[src/rtl/uart_rx_pkg.sv]
// rtl/uart_rx_pkg.sv - shared UART definitions: FSM encodings, frame constants, divider helpers
package uart_rx_pkg;

  typedef enum logic [1:0] {
    ST_IDLE  = 2'd0,
    ST_START = 2'd1,
    ST_DATA  = 2'd2,
    ST_STOP  = 2'd3
  } uart_state_t;

  localparam int DATA_BITS = 8;
  localparam int STOP_BITS = 1;

  // Same divider arithmetic as the transmitter so a loopback stays bit-exact.
  function automatic int calc_div(input int clk_freq, input int baud_rate);
    return clk_freq / baud_rate;
  endfunction

  function automatic int calc_half(input int clk_freq, input int baud_rate);
    return (clk_freq / baud_rate) / 2;
  endfunction

endpackage

[src/rtl/uart_rx_sync_2ff.sv]
// rtl/uart_rx_sync_2ff.sv - generic two-flop synchronizer with programmable reset value
module sync_2ff #(
  parameter logic RESET_VAL = 1'b0
) (
  input  logic clk,
  input  logic rst_n,
  input  logic i_d,
  output logic o_q
);

  logic r_meta;
  logic r_sync;

  always_ff @(posedge clk or negedge rst_n) begin
    if (!rst_n) begin
      r_meta <= RESET_VAL;
      r_sync <= RESET_VAL;
    end else begin
      r_meta <= i_d;
      r_sync <= r_meta;
    end
  end

  assign o_q = r_sync;

endmodule

[src/rtl/uart_rx.sv]
// rtl/uart_rx.sv - 8N1 UART receiver with mid-bit sampling, one-cycle valid/frame_err strobes
module uart_rx
  import uart_rx_pkg::*;
#(
  parameter int CLK_FREQ  = 25000000,
  parameter int BAUD_RATE = 9600
) (
  input  logic       clk,
  input  logic       rst_n,
  input  logic       rx,
  output logic [7:0] data,
  output logic       valid,
  output logic       frame_err,
  output logic       busy
);

  localparam int DIV  = calc_div(CLK_FREQ, BAUD_RATE);
  localparam int HALF = calc_half(CLK_FREQ, BAUD_RATE);
  localparam logic [15:0] DIV_M1  = 16'(DIV - 1);
  localparam logic [15:0] HALF_M1 = 16'(HALF - 1);
  localparam logic [2:0]  LAST_BIT = 3'(DATA_BITS - 1);

  logic        w_rx_s;
  uart_state_t r_state;
  logic [15:0] r_cnt;
  logic [2:0]  r_bit_idx;
  logic [7:0]  r_shift;

  sync_2ff #(.RESET_VAL(1'b1)) u_sync (
    .clk   (clk),
    .rst_n (rst_n),
    .i_d   (rx),
    .o_q   (w_rx_s)
  );

  always_ff @(posedge clk or negedge rst_n) begin
    if (!rst_n) begin
      r_state   <= ST_IDLE;
      r_cnt     <= 16'd0;
      r_bit_idx <= 3'd0;
      r_shift   <= 8'h00;
      data      <= 8'h00;
      valid     <= 1'b0;
      frame_err <= 1'b0;
      busy      <= 1'b0;
    end else begin
      valid     <= 1'b0;
      frame_err <= 1'b0;
      case (r_state)
        ST_IDLE: begin
          if (!w_rx_s) begin
            r_state <= ST_START;
            r_cnt   <= 16'd0;
            busy    <= 1'b1;
          end
        end
        ST_START: begin
          if (r_cnt == HALF_M1) begin
            // A high line at mid-start is a glitch, not a frame.
            if (w_rx_s) begin
              r_state <= ST_IDLE;
              busy    <= 1'b0;
            end else begin
              r_state   <= ST_DATA;
              r_cnt     <= 16'd0;
              r_bit_idx <= 3'd0;
            end
          end else begin
            r_cnt <= r_cnt + 16'd1;
          end
        end
        ST_DATA: begin
          if (r_cnt == DIV_M1) begin
            r_shift <= {w_rx_s, r_shift[7:1]};
            r_cnt   <= 16'd0;
            if (r_bit_idx == LAST_BIT) begin
              r_state <= ST_STOP;
            end else begin
              r_bit_idx <= r_bit_idx + 3'd1;
            end
          end else begin
            r_cnt <= r_cnt + 16'd1;
          end
        end
        ST_STOP: begin
          // Leaving at mid-stop leaves half a bit to catch a back-to-back start edge.
          if (r_cnt == DIV_M1) begin
            if (w_rx_s) begin
              data  <= r_shift;
              valid <= 1'b1;
            end else begin
              frame_err <= 1'b1;
            end
            r_state <= ST_IDLE;
            r_cnt   <= 16'd0;
            busy    <= 1'b0;
          end else begin
            r_cnt <= r_cnt + 16'd1;
          end
        end
        default: begin
          r_state <= ST_IDLE;
          busy    <= 1'b0;
        end
      endcase
    end
  end

endmodule

[config.mk]
export PLATFORM = sky130hd
export DESIGN_NAME = uart_rx
export DESIGN_NICKNAME = d
export VERILOG_FILES = /design/src/rtl/uart_rx_pkg.sv /design/src/rtl/uart_rx_sync_2ff.sv /design/src/rtl/uart_rx.sv
export SDC_FILE = /design/constraint.sdc
export NUM_CORES = 1
export LEC_CHECK = 0
export ABC_AREA = 1
export BUFFER_PORTS_ARGS = -buffer_cell sky130_fd_sc_hd__buf_4
export CORE_UTILIZATION = 35
export CTS_CLUSTER_SIZE = 16
export DETAILED_ROUTE_END_ITERATION = 6
export GPL_TIMING_DRIVEN = 1
export PLACE_DENSITY = 0.53
export SETUP_SLACK_MARGIN = 0.05
export SLEW_MARGIN = 15
export SYNTH_ARGS = -nofsm -noshare
export SYNTH_HDL_FRONTEND = slang
export SYNTH_SLANG_ARGS = --single-unit
[constraint.sdc]
create_clock -name clk -period 1.6 [get_ports clk]
set_input_delay 0.16 -clock clk [delete_from_list [all_inputs] [get_ports clk]]
set_output_delay 0.16 -clock clk [all_outputs]
set_load 0.02 [all_outputs]
==> parameters.txt <==
Parameter                              Value

Global routing
  Congestion Overflow GR    0
  Maximum number of pins on one net before global-route repair    between 40 and 50
  Number of global-route vias before repair    between 2000 and 2500
  Global-route wire length before repair    9930 um
  Antenna violations before repair    0
  GR Util All Layers    ~17%

Placement
  Setup WS pre-CTS    -0.0278 ns
  Detailed placement HPWL    4200 um
  GP Congestion    0.817
  Number of I/O port buffers    13

Synthesis
  EDFF count, synth    0
  Gate count of the mapped netlist    about 330
  Synth Net Count    340
  Fraction of synthesis flops using an asynchronous set or reset pin    100%
  Mean instance size in the synthesized netlist    approximately 7.5 um^2
  Number of warning messages in the yosys log    0
  Post-synthesis cell area    2490 um^2
  Sequential share of the synthesized area    between 40% and 50%
  Synth Flop Type    sky130_fd_sc_hd__dfrtp_1
  Count of cell types in the netlist    29
  Synth Register Bits    42

Timing
  Count of pins over their slew limit    0
  Hold slack    approximately 0.36 ns
  Final cycle utilization of the critical path    ~93%
  Unrepaired setup endpoints after global routing    true
  Setup total negative slack    0 ns
  Final hold violation count    0
  Count of final setup violators    0
  Headroom to the max-slew limit    between 60% and 70%
  Max frequency    between 600 and 700 MHz
  Maximum clock skew at final layout    0.0105 ns
  Clock period minus final worst setup slack    between 1 and 1.5 ns
  Worst path setup slack after routing    around 0.11 ns
  Tightest Pin Transition    0.552 ns

Detailed routing
  Number of vias in the routed layout    roughly 2200
  Top Metal Used    met4
  Met2 Wirelength    around 2800 um
  Starting DRC count in detailed routing    138
  Number of search-and-repair iterations in the first detailed-routing pass    4
  Routed met3 length    around 230 um
  Detail-routed via count per cell    4.66
  Final ANT Viol Nets    0
  Wire length on met1    about 2700 um
  Average wire per standard cell    12.3 um
  Total wirelength of the detailed-routed design    5800 um
  Remaining design rule violation count    0

Floorplan
  Total Die Area    roughly 7400 um^2
  # IOs    14
  Die height    86.3 um
  Starting utilization of the core area    between 30% and 40%
  Die span in x    roughly 86 um
  Core ar.    just under 7000 um^2
  Number of standard-cell rows in the floorplan    30

Clocking
  H-tree depth    2
  Clock network latency to the later pin of the worst-skew pair    ~0.31 ns
  Clock tree from TritonCTS    yes
  Root Buffer Master    sky130_fd_sc_hd__clkbuf_8
  Clock slew at the register clock pins of the worst setup and hold paths    0.09 ns
  Clock buffer count from CTS    5
  Maximum count of clock buffers along a single path    2
  Clk sink count    between 40 and 50

Critical path
  Critical path capture point type    flop
  Terminus of the critical flop-to-flop path    r_bit_idx[2]$_DFFE_PN0P_
  Critical path class    flop to flop
  Delay of the slowest cell on the worst path    roughly 0.43 ns
  CP startpoint kind    flop
  Arrival time of data at the critical path endpoint    1.69 ns
  First element of the critical path    r_cnt[15]$_DFF_PN0_
  Most Frequent Cell on Critical Path    sky130_fd_sc_hd__nand2_1
  Setup slack, reg-to-reg    roughly 0.11 ns
  Worst Path Required    approximately 1.8 ns
  Cells on worst reg2reg path    9
  Cell with the biggest individual delay on the critical path    sky130_fd_sc_hd__dfrtp_1
  Top fanout value on the critical path    8
  Origin of the critical flop-to-flop path    r_cnt[15]$_DFF_PN0_
  Cells traversed along the worst timing path    nor2_1 > nand2_2 > nor2_1 > nand2_1 > nand2_4 > buf_12 > nand3_2 > nand2_1 > nand2_1

Worst hold path
  Type of the tightest min-delay check    flop to flop
  Worst min-delay path endpoint    u_sync.o_q$_DFF_PN1_
  Launch point of the worst hold path    u_sync.r_meta$_DFF_PN1_
  Worst Hold Depth    0

Power
  Total power after layout    between 1.5 and 2 mW
  P_leak    1.54 nW
  PD cells    roughly 600 nW/um^2
  Highest ir drop seen on vdd    0.000411 V

Job
  Maxcap violations    0

Finish
  Ratio of cells with drive above 1 in the final layout    27.5%
  Final nets    between 300 and 400
  Antenna diode count    0
  Area growth from synthesis to final layout    23.9%

Outcome
  Run status    finished, final reports clean
==> sequential cells by signal (all words and copies together), names as in the netlist, named ones only <==
register	cells
r_bit_idx	3
u_sync.r_meta	1
busy	1
data	8
r_state	1
frame_err	1
r_shift	8
r_cnt	16
u_sync.o_q	1
valid	1
==> worst max-delay path by stage <==
stage,endpoint,slack [ns]
3_5_place_dp,r_cnt[11]$_DFF_PN0_,-0.03
3_3_place_gp,r_cnt[11]$_DFF_PN0_,-0.008
6_report,r_bit_idx[2]$_DFFE_PN0P_,0.11
4_1_cts,r_cnt[8]$_DFF_PN0_,0.04
5_1_grt,busy$_DFFE_PN0P_,0.003
2_1_floorplan,r_cnt[10]$_DFF_PN0_,0.15
==> final cells by class <==
type | instances | area (um^2)
Sequential cell | 42 | 1060
Timing Repair Buffer | 45 | 373
Tap cell | 96 | 120
Fill cell | 690 | 3750
Clock inverter | 3 | 23.8
Multi-Input combinational cell | 249 | 1320
Inverter | 30 | 113
Clock buffer | 5 | 68.8
==> power breakdown <==
part / total (mW) / switching [mW] / leakage, nW / internal (mW)
Sequential: 1.07 / 0.00233 / 0.553 / 1.07
Combinational: 0.0462 / 0.0346 / 0.945 / 0.0116
Clock: 0.740 / 0.427 / 0.0408 / 0.313
Total: 1.85 / 0.464 / 1.54 / 1.39
==> logic make-up (layout without fill, tap and decap cells) <==
logic type | Yosys count | in the layout | share of synthesized area (%)
fa+ha+maj | 4 | 4 | 2.01
xor+xnor | 4 | 4 | 1.41
simple gates | 229 | 229 | 44.0
flops | 42 | 42 | 42.4
compound gates | 12 | 12 | 2.52
buf+inv | 42 | 83 | 7.70
==> metal layers <==
layer  global-route usage [%]  vias to the layer above
met5                        0                        -
met4                     4.09                        0
met3                     2.86                        4
met2                     28.4                       29
met1                     23.2                     1016
li1                         -                     1141
==> metrics by stage <==
step | std cells | cell area, um^2 | utilization (%)
finish | 470 | 3080 | 45.1
global route | 470 | 3080 | 45.1
CTS | 468 | 2980 | 43.7
detailed placement | 458 | 2860 | 41.9
global placement | 458 | 2860 | 41.9
floorplan | 333 | 2490 | -
==> synth_stat cells, drive strengths merged (2+ instances only) <==
| cell | count | area, um^2 |
|---|---|---|
| or2 | 2 | 12.5 |
| ha | 4 | 50.1 |
| dfstp | 2 | 52.6 |
| xor2 | 4 | 35.0 |
| nand2 | 122 | 480 |
| nand4 | 10 | 68.8 |
| o21ai | 11 | 55.1 |
| nor2 | 32 | 165 |
| buf | 9 | 67.6 |
| clkbuf | 3 | 11.3 |
| nor3 | 4 | 20.0 |
| nand3b | 5 | 37.5 |
| dfrtp | 40 | 1000 |
| inv | 30 | 113 |
| nand3 | 52 | 295 |
==> critical path: cells and delay by family (launching register included) <==
family / cells / cell delay, ns
buf+inv: 1 / 0.12
flops: 1 / 0.43
simple gates: 8 / 0.85
==> timing repair <==
action	4_1_cts	5_1_grt
hold buffers	2	0
setup buffers	0	1
hold endpoints to repair	41	0
cloned	0	1
endpoints found under the setup margin	15	34
pin swaps	0	5
resized for setup	2	25
==> cells in the final DEF, fill, tap and decap left out <==
| cell | count |
|---|---|
| sky130_fd_sc_hd__nor2_1 | 21 |
| sky130_fd_sc_hd__nor3b_1 | 1 |
| sky130_fd_sc_hd__or2_1 | 1 |
| sky130_fd_sc_hd__nand3b_1 | 5 |
| sky130_fd_sc_hd__clkbuf_8 | 5 |
| sky130_fd_sc_hd__o21ai_1 | 4 |
| sky130_fd_sc_hd__buf_4 | 38 |
| sky130_fd_sc_hd__a21o_1 | 1 |
| sky130_fd_sc_hd__nand2_1 | 111 |
| sky130_fd_sc_hd__nand2_4 | 2 |
| sky130_fd_sc_hd__nor2_4 | 7 |
| sky130_fd_sc_hd__ha_4 | 1 |
| sky130_fd_sc_hd__nand4_2 | 1 |
| sky130_fd_sc_hd__ha_2 | 1 |
| sky130_fd_sc_hd__and2_0 | 1 |
| sky130_fd_sc_hd__buf_2 | 1 |
| sky130_fd_sc_hd__ha_1 | 2 |
| sky130_fd_sc_hd__o21ai_0 | 7 |
| sky130_fd_sc_hd__dfrtp_2 | 6 |
| sky130_fd_sc_hd__nand2_2 | 9 |
| sky130_fd_sc_hd__nor3_1 | 3 |
| sky130_fd_sc_hd__buf_12 | 2 |
| sky130_fd_sc_hd__inv_6 | 1 |
| sky130_fd_sc_hd__dfrtp_1 | 34 |
| sky130_fd_sc_hd__buf_6 | 2 |
| sky130_fd_sc_hd__dfstp_2 | 2 |
| sky130_fd_sc_hd__nand3_2 | 10 |
| sky130_fd_sc_hd__inv_2 | 6 |
| sky130_fd_sc_hd__nand3_1 | 41 |
| sky130_fd_sc_hd__or2_2 | 1 |
| sky130_fd_sc_hd__nand3_4 | 1 |
| sky130_fd_sc_hd__nand4_1 | 9 |
| sky130_fd_sc_hd__inv_1 | 24 |
| sky130_fd_sc_hd__nor3_2 | 1 |
| sky130_fd_sc_hd__dlygate4sd3_1 | 2 |
| sky130_fd_sc_hd__xor2_1 | 4 |
| sky130_fd_sc_hd__nor2_2 | 4 |
| sky130_fd_sc_hd__clkinvlp_4 | 2 |
Note: power is estimated with default switching activity, not from simulation.
